==> src/rtl/snes_pad_responder.sv <==
// Device side of the SNES pad serial link: answers host latch/clock with a 16-bit
// active-low word {ID_BITS, ~buttons}, oversampling the asynchronous pad lines on cpu_clock.
module snes_pad_responder #(
    parameter int          SYNC_STAGES    = 2,
    parameter logic [15:0] TIMEOUT_CYCLES = 16'd4096,
    parameter logic [3:0]  ID_BITS        = 4'b1111
) (
    input  logic        cpu_clock,
    input  logic        rst,
    input  logic        pad_latch,
    input  logic        pad_clock,
    output logic        pad_data,
    input  logic [11:0] buttons,
    output logic        frame_done,
    output logic        busy,
    output logic [4:0]  bit_index,
    output logic [7:0]  frame_count
);
    localparam int SYNC_N = (SYNC_STAGES < 2) ? 2 : SYNC_STAGES;

    typedef enum logic [1:0] {IDLE, LOAD, SHIFT, DONE} state_t;

    state_t            state, state_nxt;
    logic [SYNC_N-1:0] latch_sync, clock_sync;
    logic              latch_hist, clock_hist;
    logic [15:0]       shift_reg, shift_nxt;
    logic [15:0]       tcount, tcount_nxt, tcount_inc;
    logic [4:0]        bit_nxt;
    logic [7:0]        fcount_nxt;
    logic              done_nxt;
    logic              timed_out;
    logic              latch_s, clock_s;
    logic              latch_rise, latch_fall, clock_rise, clock_fall;
    logic [15:0]       load_word;

    // Synchronisers reset to the idle line levels so reset itself creates no edges.
    always_ff @(posedge cpu_clock) begin
        if (rst) begin
            latch_sync <= '0;
            clock_sync <= '1;
            latch_hist <= 1'b0;
            clock_hist <= 1'b1;
        end else begin
            latch_sync <= {latch_sync[SYNC_N-2:0], pad_latch};
            clock_sync <= {clock_sync[SYNC_N-2:0], pad_clock};
            latch_hist <= latch_sync[SYNC_N-1];
            clock_hist <= clock_sync[SYNC_N-1];
        end
    end

    assign latch_s    = latch_sync[SYNC_N-1];
    assign clock_s    = clock_sync[SYNC_N-1];
    assign latch_rise = latch_s & ~latch_hist;
    assign latch_fall = ~latch_s & latch_hist;
    assign clock_rise = clock_s & ~clock_hist;
    assign clock_fall = ~clock_s & clock_hist;
    assign load_word  = {ID_BITS, ~buttons};
    assign tcount_inc = tcount + 16'd1;
    assign timed_out  = (tcount_inc == TIMEOUT_CYCLES);

    always_ff @(posedge cpu_clock) begin
        if (rst) begin
            state       <= IDLE;
            shift_reg   <= 16'hFFFF;
            tcount      <= '0;
            bit_index   <= '0;
            frame_count <= '0;
            frame_done  <= 1'b0;
        end else begin
            state       <= state_nxt;
            shift_reg   <= shift_nxt;
            tcount      <= tcount_nxt;
            bit_index   <= bit_nxt;
            frame_count <= fcount_nxt;
            frame_done  <= done_nxt;
        end
    end

    always_comb begin
        state_nxt  = state;
        shift_nxt  = shift_reg;
        tcount_nxt = tcount;
        bit_nxt    = bit_index;
        fcount_nxt = frame_count;
        done_nxt   = 1'b0;
        case (state)
            IDLE: begin
                shift_nxt  = 16'hFFFF;
                bit_nxt    = '0;
                tcount_nxt = '0;
                if (latch_s) begin
                    state_nxt = LOAD;
                    shift_nxt = load_word;
                end
            end
            LOAD: begin
                // Clock edges under a high latch only keep the frame alive.
                shift_nxt = load_word;
                bit_nxt   = '0;
                if (latch_fall) begin
                    state_nxt  = SHIFT;
                    tcount_nxt = '0;
                end else if (latch_rise || clock_rise || clock_fall) begin
                    tcount_nxt = '0;
                end else if (timed_out) begin
                    state_nxt  = IDLE;
                    shift_nxt  = 16'hFFFF;
                    tcount_nxt = '0;
                end else begin
                    tcount_nxt = tcount_inc;
                end
            end
            SHIFT: begin
                if (latch_rise) begin
                    state_nxt  = LOAD;
                    shift_nxt  = load_word;
                    bit_nxt    = '0;
                    tcount_nxt = '0;
                end else if (clock_rise) begin
                    shift_nxt  = {1'b0, shift_reg[15:1]};
                    bit_nxt    = bit_index + 5'd1;
                    tcount_nxt = '0;
                    if (bit_index == 5'd15) begin
                        state_nxt  = DONE;
                        done_nxt   = 1'b1;
                        fcount_nxt = frame_count + 8'd1;
                    end
                end else if (latch_fall || clock_fall) begin
                    tcount_nxt = '0;
                end else if (timed_out) begin
                    state_nxt  = IDLE;
                    shift_nxt  = 16'hFFFF;
                    bit_nxt    = '0;
                    tcount_nxt = '0;
                end else begin
                    tcount_nxt = tcount_inc;
                end
            end
            DONE: begin
                if (latch_rise) begin
                    state_nxt  = LOAD;
                    shift_nxt  = load_word;
                    bit_nxt    = '0;
                    tcount_nxt = '0;
                end else if (latch_s) begin
                    tcount_nxt = '0;
                end else if (timed_out) begin
                    state_nxt  = IDLE;
                    shift_nxt  = 16'hFFFF;
                    bit_nxt    = '0;
                    tcount_nxt = '0;
                end else begin
                    tcount_nxt = tcount_inc;
                end
            end
            default: begin
                state_nxt  = IDLE;
                shift_nxt  = 16'hFFFF;
                bit_nxt    = '0;
                tcount_nxt = '0;
            end
        endcase
    end

    // A real pad drives low once the word is exhausted.
    always_comb begin
        pad_data = shift_reg[0];
        if (state == DONE)
            pad_data = 1'b0;
        else if (state == IDLE)
            pad_data = 1'b1;
    end

    assign busy = (state == LOAD) || (state == SHIFT);

endmodule
==> config.mk <==
export PLATFORM = sky130hd
export DESIGN_NAME = snes_pad_responder
export DESIGN_NICKNAME = d
export VERILOG_FILES = /design/src/rtl/snes_pad_responder.sv
export SDC_FILE = /design/constraint.sdc
export NUM_CORES = 1
export LEC_CHECK = 0
export BUFFER_PORTS_ARGS = -buffer_cell sky130_fd_sc_hd__buf_2
export CAP_MARGIN = 20
export CORE_MARGIN = 2
export CORE_UTILIZATION = 48
export CTS_BUF_LIST = sky130_fd_sc_hd__clkbuf_2
export CTS_CLUSTER_SIZE = 25
export DETAILED_ROUTE_END_ITERATION = 16
export PLACE_DENSITY = 0.65
export SYNTH_ARGS = -nofsm -noshare
export SYNTH_HDL_FRONTEND = slang
export SYNTH_SLANG_ARGS = --single-unit
==> constraint.sdc <==
create_clock -name cpu_clock -period 2.9 [get_ports cpu_clock]
set_clock_uncertainty 0.15 [all_clocks]
set_input_delay 0.29 -clock cpu_clock [delete_from_list [all_inputs] [get_ports cpu_clock]]
set_output_delay 0.29 -clock cpu_clock [all_outputs]
set_load 0.1 [all_outputs]
* Yosys cells after proc, flatten, opt, wreduce, memory -nomap -nowiden
Cells that the tools add are included.
** Cells by class
- Eq/ne operators :: 10
- Reductions and logical operators :: 10
- Bitwise operators :: 12
- Muxes and demuxes :: 41
- $add $sub $neg :: 3
** Operators with widths (number)
- $mux 16 :: 14
- $pmux 16 s4 :: 2
- $mux 12 :: 4
- $mux 5 :: 6
- $mux 2 :: 10
- $add 16x1->16 const B :: 1
- $eq 16x13->1 const B :: 1
- $pmux 5 s3 :: 1
- $not 12->12 :: 1
- $add 8x1->8 const B :: 1
- $ne 4x4->1 const B :: 2
- $pmux 2 s4 :: 1
- $not 1->1 :: 7
- $ne 3x3->1 const B :: 2
- $add 5x1->5 const B :: 1
- $eq 5x4->1 const B :: 1
- $reduce_and 5->1 :: 1
- $and 1x1->1 :: 4
- $eq 2x2->1 const B :: 2
- $logic_or 1x1->1 :: 4
- $reduce_and 4->1 :: 1
- $reduce_or 4->1 :: 1
- $mux 1 :: 3
- $eq 2x1->1 const B :: 1
- other kinds (4) :: 4
** Word-level totals
- Input port bits :: 16
- Output and inout port bits :: 16
- Register bits after elaboration :: 54

* Logic depth before layout (Yosys ltp)
Gate-level depths: netlist of run 1.
- Depth after elaboration :: 7
- Mapped depth :: 10
- Gate-level depth less buffers :: 9

* Least setup slack after synthesis of run 1
OpenSTA, ideal clock, no wires.
- Path type :: reg2reg
- From :: reg bit_index[1]
- To :: reg state[1]
- Path buffers :: 0
- Required time :: 2676 ps
- Data arrival time :: 2419 ps
- Path slack :: 257 ps
- Cell stages (with the launch flop) :: 7
- Path through :: dfxtp_1 -> ha_1 -> and3_1 -> ha_1 -> o211ai_1 -> or4_1 -> a31oi_1
** Between the ends
- Longest elaborated chain between the ends :: 3
** Ends and longest elaborated chain
- from (decl) :: line 16 : output logic [4:0] bit_index,
- from (signal assigned) :: line 73 : bit_index <= bit_nxt;
- $eq 5x4->1 :: line 123 : if (bit_index == 5'd15) begin
- $ne 4x4->1 (no source line)
- $reduce_and 5->1 (no source line)
- to (signal assigned) :: line 70 : state <= state_nxt;
- to (decl) :: line 23 : state_t state, state_nxt;
No other way between the ends.
A chain may end at the register's enable or synchronous reset.

* Final worst setup path of run 1
- From :: reg tcount[2]
- To :: reg shift_reg[1]
** Between the ends
- Longest elaborated chain between the ends :: 7
** Ends and longest elaborated chain
- from (decl) :: line 27 : logic [15:0] tcount, tcount_nxt, tcount_inc;
- from (signal assigned) :: line 72 : tcount <= tcount_nxt;
- $add 16x1->16 (*) :: line 58 : assign tcount_inc = tcount + 16'd1;
- $eq 16x13->1 (*) :: line 59 : assign timed_out = (tcount_inc == TIMEOUT_CYCLES);
- $mux 16 (4 in a row)
- $pmux 16 s4 (*) :: line 86 : case (state)
- to (signal assigned) :: line 71 : shift_reg <= shift_nxt;
- to (decl) :: line 26 : logic [15:0] shift_reg, shift_nxt;
Mark *: on every way between the ends. The rest lies on a longest branch, timed or not. The select of a mux whose other input is x is not followed.

==> flow_metrics.tcl, run 1 <==
set metrics [dict create \
    fmax_ghz 0.373 \
    path_clk_slew_ns 0.29 \
    cts.sinks 54 \
    swShare_pct 34.0 \
    gr-usage-all-layers_pct 20.4 \
    overflow 0 \
    drive_gt1_share_pct 14.3 \
    dp.cells 507 \
    post-dp-hpwl_um 4960 \
    start_util_pct 49.2 \
    fillCellCount 626 \
    post_cts_buffers 0 \
    grt_pass1_wl_um 12200 \
    grt_max_degree 30 \
    initialDrtViolationCount 191 \
    slowest_stage "dfxtp_1" \
    cts_buffer_depth 2 \
    cp_max_fo 11 \
    die_w_um 84.2 \
    cp.depth 8 \
    setup_viol_count_final 0 \
    htree_levels 2 \
    cts_tree "yes" \
    p_leak_nw 1.24 \
    design.core.area_um2 6280 \
    dr_total_vias 2926 \
    fin_nets 463 \
    startpoint "tcount[2]" \
    viasPerCell 5.66 \
    timing.rr.end "shift_reg[1]" \
    die_area_um2 7090 \
    antennaDiodeCount 0 \
    synthCells 409 \
    pwr-share-seq_pct 57.3 \
    setup_tns_ns 0 \
    antenna_found_initial 0 \
    r2r_setup_slack_ns 0.22 \
    cts_root_buffer "clkbuf_2" \
    place_congestion 0.943 \
    ys_warn_count 0 \
    syn_to_final_growth_pct 10.7 \
    dieHeight_um 84.2 \
    clk_latency_ns 0.46 \
    comb_power_share_pct 20.1 \
    cpPeakStageDelay_ns 0.52 \
    reg2reg_from "tcount[2]" \
    synth_edf_count 0 \
    grt_pass1_vias 2553 \
    period_minus_slack_ns 2.68 \
    worstPathCellList "nand3_1 > nor4_1 > mux2i_1 > nand3_1 > o21ai_2 > buf_4 > nor4_1 > o21ai_0" \
    status "completed" \
    worst-slew-pin-transition_ns 0.493 \
    slew_violations 0 \
    ys.flop_type "dfxtp_1" \
    power-per-cell-area_nw_per_um2 423 \
    synth_area_um2 3090 \
    p_switching_mw 0.491 \
    hold_path.class "input port to register" \
    required_ns 3.16 \
    routedWlPerCell_um 13.8 \
    endpoint "shift_reg[1]" \
    clkPwrFrac_pct 22.7 \
    crit_arrival_ns 2.94 \
    fin_cells 517 \
    drt_wl_total_um 7120 \
    dr.pass1.iters 4 \
    maxCapViolations 0 \
    synthDistinctLibCells 49 \
    r2r_cells 8 \
    maxSlewHeadroom_pct 67.1 \
    ys_async_sr_fraction_pct 0 \
    postSynthAreaPerCell_um2 7.54 \
    endpoint_kind "register" \
    holdWs_ns 0.0848 \
    num_io_pins 32 \
    crit_family "simple AND/OR/NAND/NOR gates" \
    hold_violations 0 \
    critPathKind "register to register" \
    vdd_drop_max_mv 0.199 \
    seq_area_frac_synth_pct 35.0 \
    cts_made_buffers 5 \
    start_kind "register" \
    layout_common_cells "nor2_1 (84), dfxtp_1 (54), nand2_1 (40)" \
    power_mw 1.44 \
    antenna_left 0 \
    syn_nets 433 \
    final_common_cell "nor2_1" \
    p_int_mw 0.953 \
    rsz0062_at_grt "false" \
    synth-seq-cells 54 \
    port_buffers 31 \
    drc 0 \
    fin_crit_sh_pct 92.3 \
    rows 29 \
    crit_buf_inv 1 \
]
## power groups by stage
stage / combinational [mW] / sequential, mW / clock, mW
2_1_floorplan: 0.214 / 0.837 / 0
3_5_place_dp: 0.286 / 0.839 / 0
5_1_grt: 0.317 / 0.835 / 0.371
4_1_cts: 0.289 / 0.826 / 0.342
6_report: 0.290 / 0.827 / 0.327
3_3_place_gp: 0.285 / 0.838 / 0
## kinds of logic (layout without fill, tap and decap cells)
kind of cell	count (synthesis)	after routing	synth area share (%)
AOI/OAI and AO/OA	84	84	18.1
DFF	54	54	35.0
xor gates and xnor gates	23	23	6.53
buffers and inverters	34	65	4.34
and+or+nand+nor	200	200	30.7
adders and majority gates	9	9	3.57
muxes	5	5	1.66
## final cells by class
class	count	area [um^2]	share of cell area, %
clock inverter	3	25.0	0.732
inverter	11	41.3	1.21
clock buffer	5	25.0	0.732
sequential	54	1080	31.6
multi-input combinational	321	1880	54.9
timing repair buffer	46	273	7.98
tap	77	96.3	2.82
## repair_timing
action                                  4_1_cts  5_1_grt
hold buffers                                  2        0
endpoints found under the setup margin        0        1
gates resized for setup                       0        1
endpoints found under the hold margin         2        0
## Yosys cell counts (3+ instances only)
| cell | count | area (um^2) |
|---|---|---|
| or2_2 | 5 | 31.3 |
| nor4_1 | 19 | 119 |
| ha_1 | 8 | 100 |
| nand2b_1 | 6 | 37.5 |
| buf_2 | 5 | 25.0 |
| xnor2_1 | 14 | 123 |
| nor2b_1 | 5 | 31.3 |
| a221oi_1 | 12 | 105 |
| a211oi_1 | 13 | 97.6 |
| nor2_1 | 84 | 315 |
| xor2_1 | 9 | 78.8 |
| clkbuf_1 | 16 | 60.1 |
| nand2_1 | 40 | 150 |
| a21oi_1 | 16 | 80.1 |
| inv_1 | 11 | 41.3 |
| a31oi_1 | 4 | 25.0 |
| nand3_1 | 11 | 55.1 |
| o21a_1 | 3 | 22.5 |
| o21ai_1 | 5 | 25.0 |
| mux2i_1 | 4 | 40.0 |
| o21ai_0 | 17 | 85.1 |
| dfxtp_1 | 54 | 1080 |
| nand4_1 | 7 | 43.8 |
| nor3_1 | 6 | 30.0 |
| or4_1 | 3 | 22.5 |
| and3_1 | 3 | 18.8 |
## worst min-delay path by stage
stage                     endpoint           from  slack [ns]  cells after the start
floorplan            clock_sync[1]  clock_sync[0]        0.24                      1
global placement     clock_sync[1]  clock_sync[0]        0.25                      1
detailed placement   clock_sync[1]  clock_sync[0]        0.25                      1
CTS                 frame_count[3]            rst        0.07                      2
global route        frame_count[2]            rst        0.02                      2
finish              frame_count[2]            rst        0.08                      2
## per-stage QoR
step	utilization, %	setup slack [ns]	cell area [um^2]
after floorplan	-	0.257	3090
after global placement	53.3	0.360	3350
after detailed placement	53.3	0.292	3350
after CTS	54.4	0.256	3420
after global routing	54.4	0.0160	3420
final	54.4	0.222	3420
## per-layer routing
layer  track usage, %  part of all wire, %
met2             31.2                   44
met3             3.24                  5.4
met4             4.55                 0.80
met5                0                    0
met1             30.4                   49
## worst register-to-register path, stage by stage (launching register included)
cell and delay, ns:
dfxtp_1 0.52, nand3_1 0.33, nor4_1 0.34, mux2i_1 0.37
nand3_1 0.14, o21ai_2 0.31, buf_4 0.25, nor4_1 0.07
o21ai_0 0.15
No activity file was read; power rests on OpenSTA's default activity.
==> inputs of run 2 (changes only) <==
Settings changed: CTS_BUF_LIST sky130_fd_sc_hd__clkbuf_2 to default, PLACE_DENSITY 0.65 to 0.67.
==> run 2 against run 1 <==
  * Non-clock buffer count grew 5
  * Sequential share of layout area shrank 0.77 points
  * Worst hold slack lost 0.043 ns
  * Flip-flop and latch count is the same
  * Core utilization grew 1.4 points
  * Routed wire length grew 2.4%
  * Largest power group unchanged
  * Highest routed layer unchanged
==> flow_metrics.tcl, run 2 (synthesis gave the netlist of run 1 again) <==
set metrics [dict create \
    start_util_pct 49.2 \
    r2r_cells 8 \
    syn_to_final_growth_pct 13.5 \
    whs_path_depth 2 \
    grt_pass1_vias 2769 \
    die_area_um2 7090 \
    hp-start "pad_latch" \
    final_common_cell "nor2_1" \
    r2r_setup_slack_ns 0.21 \
    port_buffers 31 \
    cts_made_buffers 5 \
    dp_slack_ns 0.183 \
    layout_common_cells "nor2_1 (84), dfxtp_1 (54), nand2_1 (40)" \
    cp_max_fo 12 \
    drt_wl_total_um 7300 \
    rsz0062_at_grt "false" \
    grt_pass1_wl_um 12800 \
    holdWs_ns 0.0413 \
    timing.rr.end "shift_reg[0]" \
    setup_viol_count_final 0 \
    initialDrtViolationCount 218 \
    design.core.area_um2 6280 \
    num_io_pins 32 \
    timing.final.ws_setup_ns 0.208 \
    dr_total_vias 2980 \
    gr-usage-all-layers_pct 21.4 \
    path_clk_slew_ns 0.10 \
    power-per-cell-area_nw_per_um2 442 \
    hold_violations 0 \
    period_minus_slack_ns 2.69 \
    wl_met1_um 3550 \
    antennaDiodeCount 0 \
    worst-slew-pin-transition_ns 0.540 \
    hold_path_end "latch_sync[0]" \
    setup_tns_ns 0 \
    cts_root_buffer "clkbuf_8" \
    clk_latency_ns 0.31 \
    fin_crit_sh_pct 92.8 \
    antenna_found_initial 0 \
    hold_path.class "input port to register" \
    critPathKind "register to register" \
    dieHeight_um 84.2 \
    cts_buffer_depth 2 \
    slew_violations 0 \
    drive_gt1_share_pct 15.5 \
    crit_arrival_ns 2.78 \
    p_leak_nw 1.28 \
    fillCellCount 602 \
    maxSlewHeadroom_pct 63.8 \
    viasPerCell 5.71 \
    wl_met3_um 335 \
    status "completed" \
    routedWlPerCell_um 14.0 \
    vdd_drop_max_mv 0.292 \
    cts.sinks 54 \
    drc 0 \
    fin_nets 468 \
    reg2reg_from "tcount[3]" \
    required_ns 2.99 \
    die_w_um 84.2 \
    grt_max_degree 30 \
    overflow 0 \
    place_congestion 0.851 \
    fmax_ghz 0.371 \
    post-dp-hpwl_um 5010 \
    endpoint_kind "register" \
    wl_met2_um 3340 \
    start_kind "register" \
    antenna_left 0 \
    maxCapViolations 0 \
    dr.pass1.iters 4 \
    rows 29 \
    cts_tree "yes" \
    htree_levels 2 \
    top_layer "met4" \
]
[run 2: report_power, final]
group	switching [mW]	internal, mW
registers	0.0388	0.783
logic	0.187	0.101
clock network	0.265	0.175
[run 2: worst max-delay path by stage]
stage	start	cells after the start	slack (ns)	end
floorplan	bit_index[1]	6	0.26	state[1]
detailed placement	tcount[3]	7	0.18	shift_reg[5]
global placement	tcount[3]	7	0.27	bit_index[3]
global route	tcount[3]	8	0.01	shift_reg[10]
finish	tcount[3]	8	0.21	shift_reg[0]
CTS	tcount[3]	7	0.13	shift_reg[0]
[run 2: critical path, stage by stage, from the launching register on]
cell,delay (ns)
dfxtp_1,0.44
nand4_1,0.30
buf_4,0.25
nor2_1,0.18
mux2i_1,0.30
and3_2,0.25
nand4_4,0.18
o221a_1,0.44
o21ai_0,0.13
[run 2: per-layer routing]
layer | vias up | global-route usage, %
met1 | 1380 | 30.0
met3 | 7 | 3.74
li1 | 1519 | -
met5 | - | 0
met4 | 0 | 5.57
met2 | 74 | 34.1
[run 2: layout make-up]
cell class / count / area [um^2] / area share [%]
Multi-Input combinational cell: 321 / 1880 / 53.7
Sequential cell: 54 / 1080 / 30.9
Timing Repair Buffer: 51 / 308 / 8.79
Tap cell: 77 / 96.3 / 2.75
Clock buffer: 5 / 68.8 / 1.96
Inverter: 11 / 41.3 / 1.18
Clock inverter: 3 / 25.0 / 0.715
[run 2: metrics by stage]
stage / total power [mW] / cells / cell area [um^2] / utilization (%)
6_report: 1.55 / 522 / 3500 / 55.8
5_1_grt: 1.64 / 522 / 3500 / 55.8
4_1_cts: 1.56 / 517 / 3460 / 55.1
3_5_place_dp: 1.12 / 508 / 3350 / 53.4
3_3_place_gp: 1.12 / 508 / 3350 / 53.4
2_1_floorplan: 1.05 / 409 / 3090 / -
[run 2: timing repair]
action,4_1_cts,5_1_grt
setup buffers,0,5
hold buffers,1,0
endpoints found under the setup margin,0,29
endpoints found under the hold margin,1,0
gates resized for setup,0,1
==> inputs of run 3 (changes only) <==
Settings changed: REMOVE_ABC_BUFFERS from default to 1.
==> run 3 against run 2 <==
  * Critical path depth unchanged
  * Sequential power about the same
  * Maximum frequency increased by 5.7%
  * Critical endpoint is now shift_reg[4]
==> flow_metrics.tcl, run 3 (synthesis gave the netlist of run 1 again) <==
set metrics [dict create \
    status "completed" \
    grt.met2_usage_pct 34.9 \
    viasPerCell 5.86 \
    fin_crit_sh_pct 87.8 \
    vdd_drop_max_mv 0.272 \
    overflow 0 \
    antenna_left 0 \
    critPathKind "register to register" \
    num_io_pins 32 \
    swShare_pct 29.8 \
    worst-slew-pin-transition_ns 0.536 \
    cts_tree "yes" \
    fillCellCount 631 \
    drt_wl_total_um 7290 \
    power_mw 1.63 \
    holdWs_ns 0.0398 \
    r2r_cells 8 \
    whs_path_depth 2 \
    fmax_ghz 0.393 \
    use_met3_pct 3.64 \
    power-per-cell-area_nw_per_um2 466 \
    crit_arrival_ns 2.64 \
    postCtsResizedCells 0 \
    fin_cells 519 \
    design.core.area_um2 6280 \
    antenna_found_initial 0 \
    die_w_um 84.2 \
    cp_max_fo 12 \
    dp.cells 511 \
    grt_busiest_layer "met2" \
    dieHeight_um 84.2 \
    fin_util_pct 55.7 \
    post-dp-hpwl_um 5040 \
    grtUsageMet1_pct 28.6 \
    p_leak_nw 1.28 \
    clk_latency_ns 0.31 \
    comb_power_share_pct 18.2 \
    p_switching_mw 0.485 \
    start_kind "register" \
    path_clk_slew_ns 0.10 \
    p_int_mw 1.14 \
    cts_root_buffer "clkbuf_8" \
    grt_pass1_vias 2777 \
    port_buffers 31 \
    gr-usage-all-layers_pct 21.2 \
    required_ns 2.99 \
    setup_viol_count_final 0 \
    cts_hold_buf 1 \
    layout_common_cells "nor2_1 (84), dfxtp_1 (54), nand2_1 (40)" \
    post_cts_buffers 0 \
    hold_violations 0 \
    period_minus_slack_ns 2.55 \
    die_area_um2 7090 \
    syn_to_final_growth_pct 13.2 \
    cts.sinks 54 \
    grt_pass1_wl_um 12600 \
    clkPwrFrac_pct 31.3 \
    htree_levels 2 \
    start_util_pct 49.2 \
    maxCapViolations 0 \
    hold_path.class "input port to register" \
    fin_nets 466 \
    maxSlewHeadroom_pct 64.2 \
    pwr-share-seq_pct 50.5 \
    final_common_cell "nor2_1" \
    endpoint_kind "register" \
    dr_total_vias 3040 \
    antennaDiodeCount 0 \
    rows 29 \
    ff_latch_area_um2 1080 \
    drc 0 \
    timing.final.ws_setup_ns 0.353 \
    initialDrtViolationCount 175 \
    place_congestion 0.913 \
    slew_violations 0 \
    drive_gt1_share_pct 14.9 \
    rsz0062_at_grt "false" \
    routedWlPerCell_um 14.0 \
    dp_slack_ns 0.385 \
    dr.pass1.iters 5 \
    cts_buffer_depth 2 \
    grt_max_degree 30 \
    multiInputGateArea_um2 1870 \
    cts_made_buffers 5 \
]
## run 3: changes by cell type in the layout (fill, tap and decap cells not counted)
cell / previous run / this run
buf_4: 19 / 17
bufinv_16: 0 / 1
clkinvlp_4: 1 / 0
inv_6: 1 / 0
o21ai_2: 1 / 2
o21ai_4: 1 / 0
## run 3: path summary, 6_finish.rpt
path | start | endpoint | slack (ns)
worst max-delay path | tcount[0] | shift_reg[4] | 0.35
worst min-delay path | pad_latch | latch_sync[0] | 0.04
worst max register to register | tcount[0] | shift_reg[4] | 0.35
worst min register to register | clock_sync[0] | clock_sync[1] | 0.27
## run 3: power by group through the flow
| stage | sequential (mW) | combinational, mW | clock (mW) |
|---|---|---|---|
| 3_3_place_gp | 0.836 | 0.288 | 0 |
| 6_report | 0.821 | 0.297 | 0.509 |
| 2_1_floorplan | 0.838 | 0.204 | 0 |
| 4_1_cts | 0.820 | 0.295 | 0.516 |
| 3_5_place_dp | 0.836 | 0.293 | 0 |
| 5_1_grt | 0.826 | 0.332 | 0.541 |
## run 3: metrics by stage
| step | instance area [um^2] | setup TNS (ns) |
|---|---|---|
| 3_5_place_dp | 3380 | 0 |
| 3_3_place_gp | 3380 | 0 |
| 6_report | 3490 | 0 |
| 4_1_cts | 3490 | 0 |
| 2_1_floorplan | 2990 | -2.92 |
| 5_1_grt | 3490 | 0 |
## run 3: area by class of cell
class                      count  area share [%]
clock buffer                   5            1.97
clock inverter                 2            1.11
inverter                      11            1.18
multi-input combinational    321            53.7
sequential                    54            30.9
tap                           77            2.76
timing repair buffer          49            8.38
## run 3: per-layer routing
metal / part of all wire, % / vias to the layer above
met5: 0 / -
met4: 1.5 / 0
met3: 3.3 / 12
met2: 47 / 59
met1: 49 / 1450
li1: - / 1519
## run 3: worst max-delay path, stage by stage, from the launching register on
cell     delay (ns)
dfxtp_1        0.39
ha_1           0.27
nand4_1        0.14
nor3_1         0.30
mux2i_1        0.27
and3_2         0.23
nand4_4        0.16
o221a_1        0.42
o21ai_0        0.14
